<file path="src/rtl/bcd_digit_streamer.sv">
// rtl/bcd_digit_streamer.sv - NDIG-digit BCD event counter with snapshot-and-stream digit port
module bcd_digit_streamer #(
    parameter int NDIG = 4,
    parameter int IDXW = 3
) (
    input  logic            clk,
    input  logic            rst_n,
    input  logic            inc,
    input  logic            clr,
    input  logic            start,
    input  logic            out_ready,
    output logic            out_valid,
    output logic [3:0]      out_digit,
    output logic [IDXW-1:0] out_idx,
    output logic            out_last,
    output logic            busy,
    output logic            ovf
);

    localparam int W = NDIG * 4;
    localparam logic [IDXW-1:0] LAST_IDX = IDXW'(NDIG - 1);

    typedef enum logic {IDLE, SEND} state_t;

    state_t          state;
    logic [W-1:0]    cnt;
    logic [W-1:0]    cnt_inc;
    logic [W-1:0]    shadow;
    logic            all_nine;
    logic [IDXW-1:0] idx;
    logic [IDXW-1:0] idx_nxt;

    // Ripple-carry BCD increment; the final carry means every digit was 9.
    always_comb begin
        logic carry;
        carry   = 1'b1;
        cnt_inc = cnt;
        for (int i = 0; i < NDIG; i++) begin
            if (carry) begin
                if (cnt[i*4 +: 4] == 4'd9) begin
                    cnt_inc[i*4 +: 4] = 4'd0;
                end else begin
                    cnt_inc[i*4 +: 4] = cnt[i*4 +: 4] + 4'd1;
                    carry             = 1'b0;
                end
            end
        end
        all_nine = carry;
    end

    assign idx_nxt = idx + IDXW'(1);
    assign out_idx = idx;

    always_ff @(posedge clk) begin
        if (!rst_n) begin
            cnt       <= '0;
            shadow    <= '0;
            idx       <= '0;
            state     <= IDLE;
            out_valid <= 1'b0;
            out_digit <= 4'd0;
            out_last  <= 1'b0;
            busy      <= 1'b0;
            ovf       <= 1'b0;
        end else begin
            if (clr) begin
                cnt <= '0;
            end else if (inc) begin
                cnt <= cnt_inc;
            end
            ovf <= inc & ~clr & all_nine;

            case (state)
                IDLE: begin
                    if (start) begin
                        shadow    <= cnt;
                        idx       <= '0;
                        state     <= SEND;
                        out_valid <= 1'b1;
                        busy      <= 1'b1;
                        out_digit <= cnt[3:0];
                        out_last  <= (NDIG == 1);
                    end
                end
                SEND: begin
                    // Without a transfer every output register simply holds.
                    if (out_ready) begin
                        if (idx == LAST_IDX) begin
                            state     <= IDLE;
                            out_valid <= 1'b0;
                            busy      <= 1'b0;
                            out_last  <= 1'b0;
                            out_digit <= 4'd0;
                            idx       <= '0;
                        end else begin
                            idx       <= idx_nxt;
                            out_digit <= shadow[{idx_nxt, 2'b00} +: 4];
                            out_last  <= (idx_nxt == LAST_IDX);
                        end
                    end
                end
                default: state <= IDLE;
            endcase
        end
    end

endmodule
</file>
<file path="config.mk">
export PLATFORM = sky130hd
export DESIGN_NAME = bcd_digit_streamer
export DESIGN_NICKNAME = d
export VERILOG_FILES = /design/src/rtl/bcd_digit_streamer.sv
export SDC_FILE = /design/constraint.sdc
export NUM_CORES = 1
export LEC_CHECK = 0
export CORE_MARGIN = 3
export CORE_UTILIZATION = 34
export CTS_CLUSTER_SIZE = 20
export DETAILED_ROUTE_END_ITERATION = 16
export PLACE_DENSITY_LB_ADDON = 0.25
export SYNTH_ARGS = -nofsm -noshare
export SYNTH_HDL_FRONTEND = slang
export SYNTH_SLANG_ARGS = --single-unit
export TNS_END_PERCENT = 50
</file>
<file path="constraint.sdc">
create_clock -name clk -period 1.58 [get_ports clk]
set_input_delay 0.237 -clock clk [delete_from_list [all_inputs] [get_ports clk]]
set_output_delay 0.237 -clock clk [all_outputs]
set_load 0.01 [all_outputs]
</file>
======== Yosys cells after proc, flatten, opt, wreduce, memory -nomap -nowiden ========
Index checks and enable logic that the tools add are counted.
word-level totals
  bits of input ports ..................... 6
  output and inout bits ................... 11
  register bits after elaboration ......... 43
  logic and storage cells ................. 69
operators by class
  equality and inequality tests ........... 9
  shift-type cells ........................ 1
  add/sub/neg operators ................... 5
  bitwise gates (word level) .............. 5
  multiplexer cells ....................... 31
  reduce and logical (&&, ||, !) cells .... 7
operators with widths
  operator               count
  $mux W4                7
  $add A4 B1 Y4 const B  4
  $eq A4 B4 Y1 const B   4
  $mux W1                16
  $shiftx A16 B6 Y4      1
  $reduce_and A2 Y1      5
  $mux W3                3
  $pmux W4 S2            1
  $eq A3 B2 Y1 const B   2
  $pmux W1 S2            3
  $pmux W3 S2            1
  $ne A2 B2 Y1 const B   2
  $add A3 B1 Y3 const B  1
  $not A1 Y1             3
  $reduce_and A3 Y1      1
  $and A1 B1 Y1          2
  $ne A2 B1 Y1 const B   1
  $reduce_or A2 Y1       1

======== Depth between registers and ports, before layout ========
Gate-level depths: netlist of run 1.
  depth in word-level cells ............... 6
  mapped depth ............................ 6
  gate-level depth less buffers ........... 5

======== Least setup slack after synthesis of run 1 ========
OpenSTA, ideal clock, no wires.
  path type ............................... register to register
  start point ............................. reg idx[0], in the netlist out_idx[0]
  end point ............................... reg out_digit[3]
  buffers on the path ..................... 1
  cell stages (with the launch flop) ...... 7
  setup slack ............................. -161 ps
  library setup time ...................... 119 ps
  data arrival time ....................... 1621 ps
  clock period less this slack ............ 1741 ps
  data required time ...................... 1461 ps
  path through ............................ dfxtp_1 buf_2 inv_1 ha_1 mux4_2 nand2_1 a21oi_1
on the way
  word-level cells in the longest chain between the ends .. 5
  elaborated cells between the ends (all ways) .. 6
  classes of those cells .................. add/sub: 1; eq/ne: 1; shift: 1; mux: 3
RTL lines
  item                    line  source
  from (decl)             30    logic [IDXW-1:0] idx;
  from (signal assigned)  96    idx <= idx_nxt;
  $add A3 B1 Y3           51    assign idx_nxt = idx + IDXW'(1);
  $shiftx A16 B6 Y4       97    out_digit <= shadow[{idx_nxt, 2'b00} +: 4];
  $mux W4 *               88    if (idx == LAST_IDX) begin
  $mux W4 *               87    if (out_ready) begin
  $pmux W4 S2 *           73    case (state)
  to (signal assigned)    81    out_digit <= cnt[3:0];
  to (signal assigned)    97
  to (decl)               13    output logic [3:0] out_digit,
Every way passes the cells marked *; elsewhere a longest branch is shown, timed or not. The select of a mux whose other input is x is not followed.
A chain may end at the register's enable or synchronous reset.

======== Worst setup path in the final report of run 1 ========
  start point ............................. reg idx[1], in the netlist out_idx[1]
  end point ............................... out out_idx[1]
RTL lines
  item       line  source
  to (decl)  14    output logic [IDXW-1:0] out_idx,
No word-level cell between the ends.

==> results of run 1 <==
## what timing repair did
item | 4_1_cts | 5_1_grt
setup endpoints to repair | 0 | 5
hold endpoints to repair | 0 | 0
gates resized for setup | 0 | 5
## stage by stage
stage | std cells | setup WS, ps | hold WS, ps | setup TNS [ps] | instance area, um^2
after floorplan | 228 | 29.6 | 375 | 0 | 2020
after global placement | 325 | -114 | 451 | -501 | 2380
after detailed placement | 325 | -140 | 456 | -667 | 2380
after CTS | 333 | 56.2 | 468 | 0 | 2460
after global routing | 333 | 1.66 | 490 | 0 | 2480
final | 333 | 67.5 | 464 | 0 | 2480
## layer usage
layer  share of wire  vias up  track usage  wire (um)
met2            0.45       21        0.225       1930
met5               0        -            0          0
li1                -      844            -          -
met1            0.51      745        0.183       2180
met4          0.0066        0       0.0392         28
met3           0.028        4       0.0293        118
## cells in the mapped netlist (3+ instances only)
cell type	instances	area, um^2
a21oi_1	14	70.1
inv_1	6	22.5
clkbuf_1	7	26.3
o21ai_0	12	60.1
a31o_1	3	26.3
nor2_1	14	52.6
buf_2	3	15.0
nand2_1	44	165
mux4_2	4	90.1
mux2i_1	3	30.0
a21boi_0	18	135
nand3_1	4	20.0
ha_1	4	50.1
dfxtp_1	43	861
nor2b_1	10	62.6
nand2b_1	4	25.0
xnor2_1	4	35.0
## state kept, by name (all words and copies together) (netlist names)
name and count:
cnt 16, shadow 16, out_digit 4, out_idx 3, busy 1, out_last 1
ovf 1, state 1
## area by class of cell
class	instances	area [um^2]
tap	72	90.1
sequential	43	863
clock buffer	6	72.6
clock inverter	2	12.5
fill	595	3120
inverter	6	22.5
timing repair buffer	39	345
multi-input combinational	165	1080
## logic make-up (layout without fill, tap and decap cells)
kind of cell | after synthesis | in the layout | share of synthesized area
xor+xnor | 6 | 6 | 0.0262
compound gates | 52 | 52 | 0.166
mux | 7 | 7 | 0.0600
buf+inv | 20 | 53 | 0.0469
simple gates | 96 | 96 | 0.246
flops | 43 | 43 | 0.430
fa+ha+maj | 4 | 4 | 0.0250
## power by group
part / switching, mW / internal [mW]
combinational: 0.0904 / 0.0906
sequential: 0.0121 / 1.10
clock: 0.365 / 0.309
## path summary, 6_finish.rpt
kind / start / slack, ps / cells past startpoint / end
worst min-delay path: shadow[0]$_SDFFE_PN0P_ / 460 / 2 / shadow[0]$_SDFFE_PN0P_
worst min register to register: shadow[0]$_SDFFE_PN0P_ / 460 / 2 / shadow[0]$_SDFFE_PN0P_
worst max-delay path: out_idx[1]$_SDFFE_PN0P_ / 70 / 1 / out_idx[1]
worst max register to register: out_idx[0]$_SDFFE_PN0P_ / 110 / 5 / out_digit[3]$_SDFFE_PN0P_
==> out/qor.csv, run 1 <==
stage;metric;value;unit
global_routing;gr ovfl total;0;
clock_network;CTS clk-pin slew, worst paths;80;ps
floorplanning;die area;6850;um^2
power_and_ir_drop;P_leak;0.850;nW
floorplanning;Die X-Extent;82.7;um
timing;Worst Skew;9.06;ps
global_routing;number of global-route vias before repair;1533;
synthesis;Synthesis Warnings;0;
synthesis;sequential area share after synthesis;0.430;
timing;Setup violations, final;0;
synthesis;mean area per synthesized cell;8.78;um^2
run;max-cap violation count;0;
timing;min Tclk post-route;1510;ps
critical_path;largest stage delay on the critical path;570;ps
finish;antenna cell count;0;
power_and_ir_drop;Tot Pwr;1.97;mW
clock_network;clock sinks;43;
floorplanning;num ports;17;
critical_path;Crit Path Max Fanout;4;
synthesis;Yosys reg bits;43;
routing;vias per inst;4.85;
power_and_ir_drop;pwr dens;792;nW/um^2
placement;detailed placer's ending HPWL;3170;um
routing;final WL;4260;um
routing;Initial DRC Count;88;
critical_path;Required @ worst endpoint;1340;ps
clock_network;CTS root buffer;clkbuf_8;
synthesis;synthesized cell area;2000;um^2
routing;Vias;1614;
clock_network;H-tree levels;2;
critical_path;CP Class;register to primary output;
synthesis;FFs w/ async S/R, synth;0;
floorplanning;Placement Rows;27;
critical_path;CP cell instances;clkdlybuf4s50_1;
timing;fmax;661;MHz
critical_path;CP max-delay cell;clkdlybuf4s50_1;
global_routing;largest net degree at the start of global routing;27;
synthesis;Post-Syn Instances;228;
routing;DRT Pass-1 Iters;4;
synthesis;Post-synth EDFFs;0;
timing;Fin. Hold Viols;0;
routing;DR WL/cell;12.8;um
finish;share of layout cells above drive strength 1;0.165;
clock_network;number of post-CTS setup repair buffers;0;
synthesis;dominant synthesized flop cell;dfxtp_1;
power_and_ir_drop;Max VDD drop;0.349;mV
clock_network;TritonCTS clock tree;yes;
critical_path;CP bufs+invs;1;
timing;RSZ-0062 raised after global routing;true;
timing;Max-slew headroom;0.756;
finish;P&R area growth vs syn;24.1;%
min_path;Tightest Hold Check Type;register to register;
global_routing;first-pass GRT wire length;7200;um
critical_path;Worst setup EP type;primary output;
timing;Slew Limit Fails;0;
synthesis;Synth cell types;41;
critical_path;CP Data Arrival Time;1280;ps
finish;most common cell after layout, fill and taps aside;nand2_1;
timing;period utilization;0.957;
placement;Routability Congestion;0.870;
clock_network;Max clock buf depth;2;
placement;port bufs;16;
routing;antenna-violating nets left;0;
synthesis;Syn Nets;238;
floorplanning;core area;5610;um^2
finish;nets@finish;270;
floorplanning;chip height;82.7;um
clock_network;CTS Hold Bufs;0;
critical_path;crit start category;register;
floorplanning;Starting Density;0.357;
clock_network;total CTS buffers;5;
finish;final design utilization;0.443;
routing;drc violations;0;
clock_network;worst skew pair latency;290;ps
run_status;outcome;finished clean;
finish;leading cell types in the layout, fill and taps excluded;nand2_1 (44), dfxtp_1 (41), buf_4 (22), a21boi_0 (18), clkdlybuf4s50_1 (16);
critical_path;delay-heaviest family, CP;buffers and inverters;
timing;Worst-Margin Slew;366;ps
global_routing;initial antenna violation count;0;
global_routing;overall routing resource usage;0.138;
No activity file was read; power rests on OpenSTA's default activity.
==> inputs of run 2 (changes only) <==
--- a/config.mk
+++ b/config.mk
@@ -10,6 +10,7 @@
 export CTS_CLUSTER_SIZE = 20
 export DETAILED_ROUTE_END_ITERATION = 16
 export PLACE_DENSITY_LB_ADDON = 0.25
+export SETUP_SLACK_MARGIN = 0.2
 export SYNTH_ARGS = -nofsm -noshare
 export SYNTH_HDL_FRONTEND = slang
 export SYNTH_SLANG_ARGS = --single-unit
==> constraint.sdc (replaced) <==
create_clock -name clk -period 1.25 [get_ports clk]
set_input_delay 0.1875 -clock clk [delete_from_list [all_inputs] [get_ports clk]]
set_output_delay 0.1875 -clock clk [all_outputs]
set_load 0.01 [all_outputs]
==> out/qor.csv, run 2 (synthesized netlist as in run 1, its figures left out) <==
stage;metric;value;unit;change
global_routing;first-pass GRT wire length;8100;um;was 7200 um
clock_network;TritonCTS clock tree;yes;;unchanged
critical_path;Worst setup EP type;register;;was primary output
finish;Finished Layout Cells;353;;was 333
finish;fin area;2850;um^2;was 2480 um^2
timing;post-route setup slack;-167;ps;was 67.5 ps
routing;Initial DRC Count;70;;was 88
global_routing;initial antenna violation count;0;;unchanged
placement;Placed Cells;340;;was 325
finish;antenna cell count;0;;unchanged
finish;footprint of the multi-input gates;1260;um^2;was 1080 um^2
global_routing;GRT met1 Usage;0.206;;was 0.183
routing;DR WL/cell;13.7;um;was 12.8 um
critical_path;CP max-delay cell;mux4_2;;was clkdlybuf4s50_1
global_routing;met2 global-route usage;0.256;;was 0.225
clock_network;H-tree levels;2;;unchanged
critical_path;Required @ worst endpoint;1450;ps;was 1340 ps
finish;Regs by FF count;cnt: 16 flops, shadow: 16 flops, out_digit: 4 flops;;unchanged
power_and_ir_drop;Max VDD drop;0.433;mV;was 0.349 mV
finish;FF+latch area;892;um^2;was 863 um^2
run_status;violated checks;setup timing;;
routing;DRT Pass-1 Iters;4;;unchanged
global_routing;number of global-route vias before repair;1733;;was 1533
floorplanning;Starting Density;0.357;;unchanged
clock_network;worst skew pair latency;300;ps;was 290 ps
critical_path;delay-heaviest family, CP;multiplexers;;was buffers and inverters
routing;drc violations;0;;unchanged
timing;Worst Skew;8.92;ps;was 9.06 ps
global_routing;largest net degree at the start of global routing;27;;unchanged
timing;period utilization;1.13;;
routing;final WL;4850;um;was 4260 um
power_and_ir_drop;pwr dens;896;nW/um^2;was 792 nW/um^2
timing;Slew Limit Fails;0;;unchanged
finish;fillcell total;551;;was 595
placement;detailed placer's ending HPWL;3270;um;was 3170 um
finish;P&R area growth vs syn;42.2;%;was 24.1%
timing;Setup violations, final;13;;was 0
finish;share of layout cells above drive strength 1;0.423;;was 0.165
clock_network;CTS clk-pin slew, worst paths;80;ps;about the same
global_routing;Most Crowded Layer GR;met2;;unchanged
placement;port bufs;16;;unchanged
finish;leading cell types in the layout, fill and taps excluded;nand2_1 (42), buf_4 (35), dfxtp_1 (24), dfxtp_2 (16), nor2_1 (12);;was nand2_1 (44), dfxtp_1 (41), buf_4 (22), a21boi_0 (18), clkdlybuf4s50_1 (16)
clock_network;clock sinks;43;;unchanged
timing;Fin. Hold Viols;0;;unchanged
routing;vias per inst;4.97;;was 4.85
floorplanning;Die X-Extent;82.7;um;unchanged
routing;antenna-violating nets left;0;;unchanged
floorplanning;Placement Rows;27;;unchanged
global_routing;overall routing resource usage;0.157;;was 0.138
critical_path;largest stage delay on the critical path;480;ps;was 570 ps
timing;RSZ-0062 raised after global routing;true;;unchanged
critical_path;CP Data Arrival Time;1610;ps;was 1280 ps
power_and_ir_drop;Tot Pwr;2.55;mW;was 1.97 mW
critical_path;CP bufs+invs;1;;unchanged
run_status;outcome;complete, but fails checks;;was finished clean
floorplanning;die area;6850;um^2;unchanged
clock_network;Max clock buf depth;2;;unchanged
critical_path;CP cell instances;inv_2 > ha_4 > mux4_2 > nand2_1 > a21oi_1;;was clkdlybuf4s50_1
timing;min Tclk post-route;1420;ps;
floorplanning;core area;5610;um^2;unchanged
routing;Vias;1755;;was 1614
critical_path;crit start category;register;;unchanged
global_routing;GRT met3 Usage;0.0390;;was 0.0293
placement;dpl ws;-460;ps;was -140 ps
placement;dpl cell area;2490;um^2;was 2380 um^2
critical_path;Crit Path Max Fanout;4;;unchanged
finish;nets@finish;290;;was 270
placement;Routability Congestion;0.788;;was 0.870
run;max-cap violation count;0;;unchanged
global_routing;gr ovfl total;0;;unchanged
clock_network;total CTS buffers;5;;unchanged
critical_path;CP Class;register to register;;was register to primary output
clock_network;CTS root buffer;clkbuf_8;;unchanged
timing;Worst-Margin Slew;284;ps;was 366 ps
floorplanning;chip height;82.7;um;unchanged
finish;most common cell after layout, fill and taps aside;nand2_1;;unchanged
floorplanning;num ports;17;;unchanged
timing;fmax;706;MHz;
finish;final design utilization;0.508;;was 0.443
timing;Max-slew headroom;0.811;;was 0.756
min_path;Tightest Hold Check Type;input port to register;;was register to register
power_and_ir_drop;P_leak;1.03;nW;was 0.850 nW
-- run 2: changes by cell type in the layout (fill, tap and decap cells not counted), sizes merged --
cell,previous run,this run
buf,23,51
clkdlybuf4s50,16,2
clkbuf,6,8
clkdlybuf4s15,0,2
dlygate4sd2,0,2
clkinvlp,1,0
dlymetal6s2s,0,1
-- run 2: stage by stage --
stage                     TNS, ps  hold slack, ps
final                        -948             357
after global routing        -2040             379
after CTS                    -862             340
after detailed placement    -8300             458
after global placement      -8100             448
after floorplan              -856             325
-- run 2: where the power goes --
| part | internal (mW) | switching [mW] | total (mW) |
|---|---|---|---|
| Sequential | 1.39 | 0.0174 | 1.40 |
| Clock | 0.393 | 0.478 | 0.871 |
| Combinational | 0.136 | 0.138 | 0.275 |
-- run 2: what timing repair did --
item / CTS / global route
buffers inserted: 4 / 1
pin swaps: 14 / 14
hold buffers: 0 / 0
setup endpoints to repair: 52 / 43
gates resized for setup: 83 / 42
cloned: 0 / 0
-- run 2: worst register-to-register path: stages, from the launching register on --
cell and delay (ps):
dfxtp_4 390, inv_2 50, ha_4 270, mux4_2 490, nand2_1 70, a21oi_1 50
-- run 2: worst paths after layout --
path | from | end | slack [ps] | cells past startpoint
max | out_idx[0]$_SDFFE_PN0P_ | out_digit[3]$_SDFFE_PN0P_ | -170 | 5
min | start | state$_SDFF_PN0_ | 360 | 2
max reg2reg | out_idx[0]$_SDFFE_PN0P_ | out_digit[3]$_SDFFE_PN0P_ | -170 | 5
min reg2reg | shadow[2]$_SDFFE_PN0P_ | shadow[2]$_SDFFE_PN0P_ | 450 | 2
-- run 2: cell type report --
class | count | area share
sequential | 43 | 0.313
multi-input combinational | 165 | 0.444
clock buffer | 7 | 0.0268
timing repair buffer | 59 | 0.175
tap | 72 | 0.0316
inverter | 6 | 0.00791
clock inverter | 1 | 0.00176
-- run 2: per-layer routing --
metal,up-vias,wire length (um)
met5,-,0
met4,0,61
met3,5,177
met2,22,2320
met1,840,2290
li1,888,-
==> inputs of run 3 (changes only) <==
--- a/config.mk
+++ b/config.mk
@@ -10,7 +10,6 @@
 export CTS_CLUSTER_SIZE = 20
 export DETAILED_ROUTE_END_ITERATION = 16
 export PLACE_DENSITY_LB_ADDON = 0.25
-export SETUP_SLACK_MARGIN = 0.2
 export SYNTH_ARGS = -nofsm -noshare
 export SYNTH_HDL_FRONTEND = slang
 export SYNTH_SLANG_ARGS = --single-unit
==> out/qor.csv, run 3 (synthesized netlist as in run 1, its figures left out) <==
stage;metric;value;unit;change
floorplanning;die area;6850;um^2;unchanged
timing;min Tclk post-route;1390;ps;was 1420 ps
placement;port bufs;16;;unchanged
routing;DRT Pass-1 Iters;4;;unchanged
global_routing;first-pass GRT wire length;7410;um;was 8100 um
finish;leading cell types in the layout, fill and taps excluded;nand2_1 (44), buf_4 (40), dfxtp_1 (37), a21boi_0 (17), nor2_1 (13);;was nand2_1 (42), buf_4 (35), dfxtp_1 (24), dfxtp_2 (16), nor2_1 (12)
finish;antenna cell count;0;;unchanged
floorplanning;Starting Density;0.357;;unchanged
critical_path;Required @ worst endpoint;1440;ps;was 1450 ps
finish;fillcell total;554;;was 551
critical_path;crit start category;register;;unchanged
timing;total negative setup slack;-679;ps;was -948 ps
power_and_ir_drop;Max VDD drop;0.618;mV;was 0.433 mV
critical_path;CP Class;register to register;;unchanged
clock_network;TritonCTS clock tree;yes;;unchanged
timing;Max-slew headroom;0.780;;was 0.811
timing;fmax;722;MHz;was 706 MHz
routing;Vias;1728;;was 1755
clock_network;total CTS buffers;5;;unchanged
routing;Initial DRC Count;103;;was 70
routing;antenna-violating nets left;0;;unchanged
timing;Worst Skew;5.04;ps;was 8.92 ps
finish;nets@finish;288;;was 290
timing;Fin. Hold Viols;0;;unchanged
finish;Regs by FF count;cnt: 16 flops, shadow: 16 flops, out_digit: 4 flops;;unchanged
critical_path;CP Data Arrival Time;1570;ps;was 1610 ps
routing;vias per inst;4.92;;was 4.97
global_routing;overall routing resource usage;0.144;;was 0.157
clock_network;number of post-CTS setup repair buffers;0;;was 4
global_routing;largest net degree at the start of global routing;27;;unchanged
clock_network;worst skew pair latency;290;ps;was 300 ps
global_routing;gr ovfl total;0;;unchanged
critical_path;Worst setup EP type;register;;unchanged
run_status;violated checks;setup timing;;unchanged
clock_network;CTS clk-pin slew, worst paths;80;ps;about the same
power_and_ir_drop;P_leak;1.00;nW;was 1.03 nW
run_status;outcome;complete, but fails checks;;unchanged
clock_network;CTS Hold Bufs;0;;unchanged
timing;Setup violations, final;11;;was 13
timing;post-route setup slack;-136;ps;was -167 ps
timing;WHS;314;ps;was 357 ps
routing;final WL;4570;um;was 4850 um
power_and_ir_drop;Tot Pwr;2.62;mW;was 2.55 mW
routing;drc violations;0;;unchanged
placement;dpl ws;-466;ps;was -460 ps
clock_network;CTS root buffer;clkbuf_8;;unchanged
timing;Slew Limit Fails;0;;unchanged
timing;period utilization;1.11;;was 1.13
floorplanning;Die X-Extent;82.7;um;unchanged
finish;most common cell after layout, fill and taps aside;nand2_1;;unchanged
run;max-cap violation count;0;;unchanged
floorplanning;num ports;17;;unchanged
timing;RSZ-0062 raised after global routing;true;;unchanged
finish;share of layout cells above drive strength 1;0.290;;was 0.423
placement;detailed placer's ending HPWL;3260;um;was 3270 um
timing;Worst-Margin Slew;331;ps;was 284 ps
floorplanning;Placement Rows;27;;unchanged
critical_path;Crit Path Max Fanout;4;;unchanged
global_routing;number of global-route vias before repair;1589;;was 1733
placement;Routability Congestion;0.801;;was 0.788
power_and_ir_drop;pwr dens;969;nW/um^2;was 896 nW/um^2
routing;DR WL/cell;13.0;um;was 13.7 um
clock_network;Max clock buf depth;2;;unchanged
global_routing;initial antenna violation count;0;;unchanged
clock_network;clock sinks;43;;unchanged
floorplanning;core area;5610;um^2;unchanged
min_path;Tightest Hold Check Type;input port to register;;unchanged
floorplanning;chip height;82.7;um;unchanged
finish;P&R area growth vs syn;35.1;%;was 42.2%
clock_network;H-tree levels;2;;unchanged
## run 3: power breakdown
part | internal (mW) | switching, mW | total (mW) | leakage, nW
Clock | 0.505 | 0.471 | 0.976 | 0.0515
Sequential | 1.39 | 0.0148 | 1.40 | 0.351
Combinational | 0.116 | 0.125 | 0.241 | 0.602
Total | 2.01 | 0.611 | 2.62 | 1.00
## run 3: cell type report
| type | count | area, um^2 | share of cell area |
|---|---|---|---|
| Multi-Input combinational cell | 165 | 1160 | 0.428 |
| Sequential cell | 43 | 871 | 0.322 |
| Timing Repair Buffer | 57 | 463 | 0.171 |
| Clock buffer | 8 | 100 | 0.0370 |
| Tap cell | 72 | 90.1 | 0.0333 |
| Inverter | 6 | 22.5 | 0.00833 |
## run 3: metrics by stage
step / area, um^2 / util / cells
CTS: 2630 / 0.468 / 351
finish: 2700 / 0.482 / 351
global placement: 2500 / 0.446 / 343
detailed placement: 2500 / 0.446 / 343
floorplan: 2030 / - / 228
global route: 2700 / 0.482 / 351
## run 3: path summary, 6_finish.rpt
kind                      startpoint                   endpoint  slack [ps]  cells past startpoint
max          out_idx[0]$_SDFFE_PN0P_  out_digit[3]$_SDFFE_PN0P_        -140                      5
min                              inc        cnt[0]$_SDFFE_PP0P_         310                      4
max reg2reg  out_idx[0]$_SDFFE_PN0P_  out_digit[3]$_SDFFE_PN0P_        -140                      5
min reg2reg    out_last$_SDFFE_PN0P_      out_last$_SDFFE_PN0P_         460                      2
## run 3: routing by layer
| layer | track usage | wire length (um) | vias up |
|---|---|---|---|
| met5 | 0 | 0 | - |
| met4 | 0.0539 | 69 | 0 |
| met3 | 0.0325 | 164 | 8 |
| met2 | 0.236 | 2120 | 29 |
| met1 | 0.185 | 2220 | 811 |
| li1 | - | - | 880 |
## run 3: what timing repair did
| item | 4_1_cts | 5_1_grt |
|---|---|---|
| gates resized for setup | 22 | 22 |
| endpoints found under the setup margin | 24 | 31 |
| gates cloned | 0 | 0 |
| pin swaps | 7 | 5 |
## run 3: worst max-delay path: stages, from the launching register on
cell and delay (ps):
dfxtp_4 370, inv_2 40, ha_4 260, mux4_2 480, nand2_1 70, a21oi_1 50
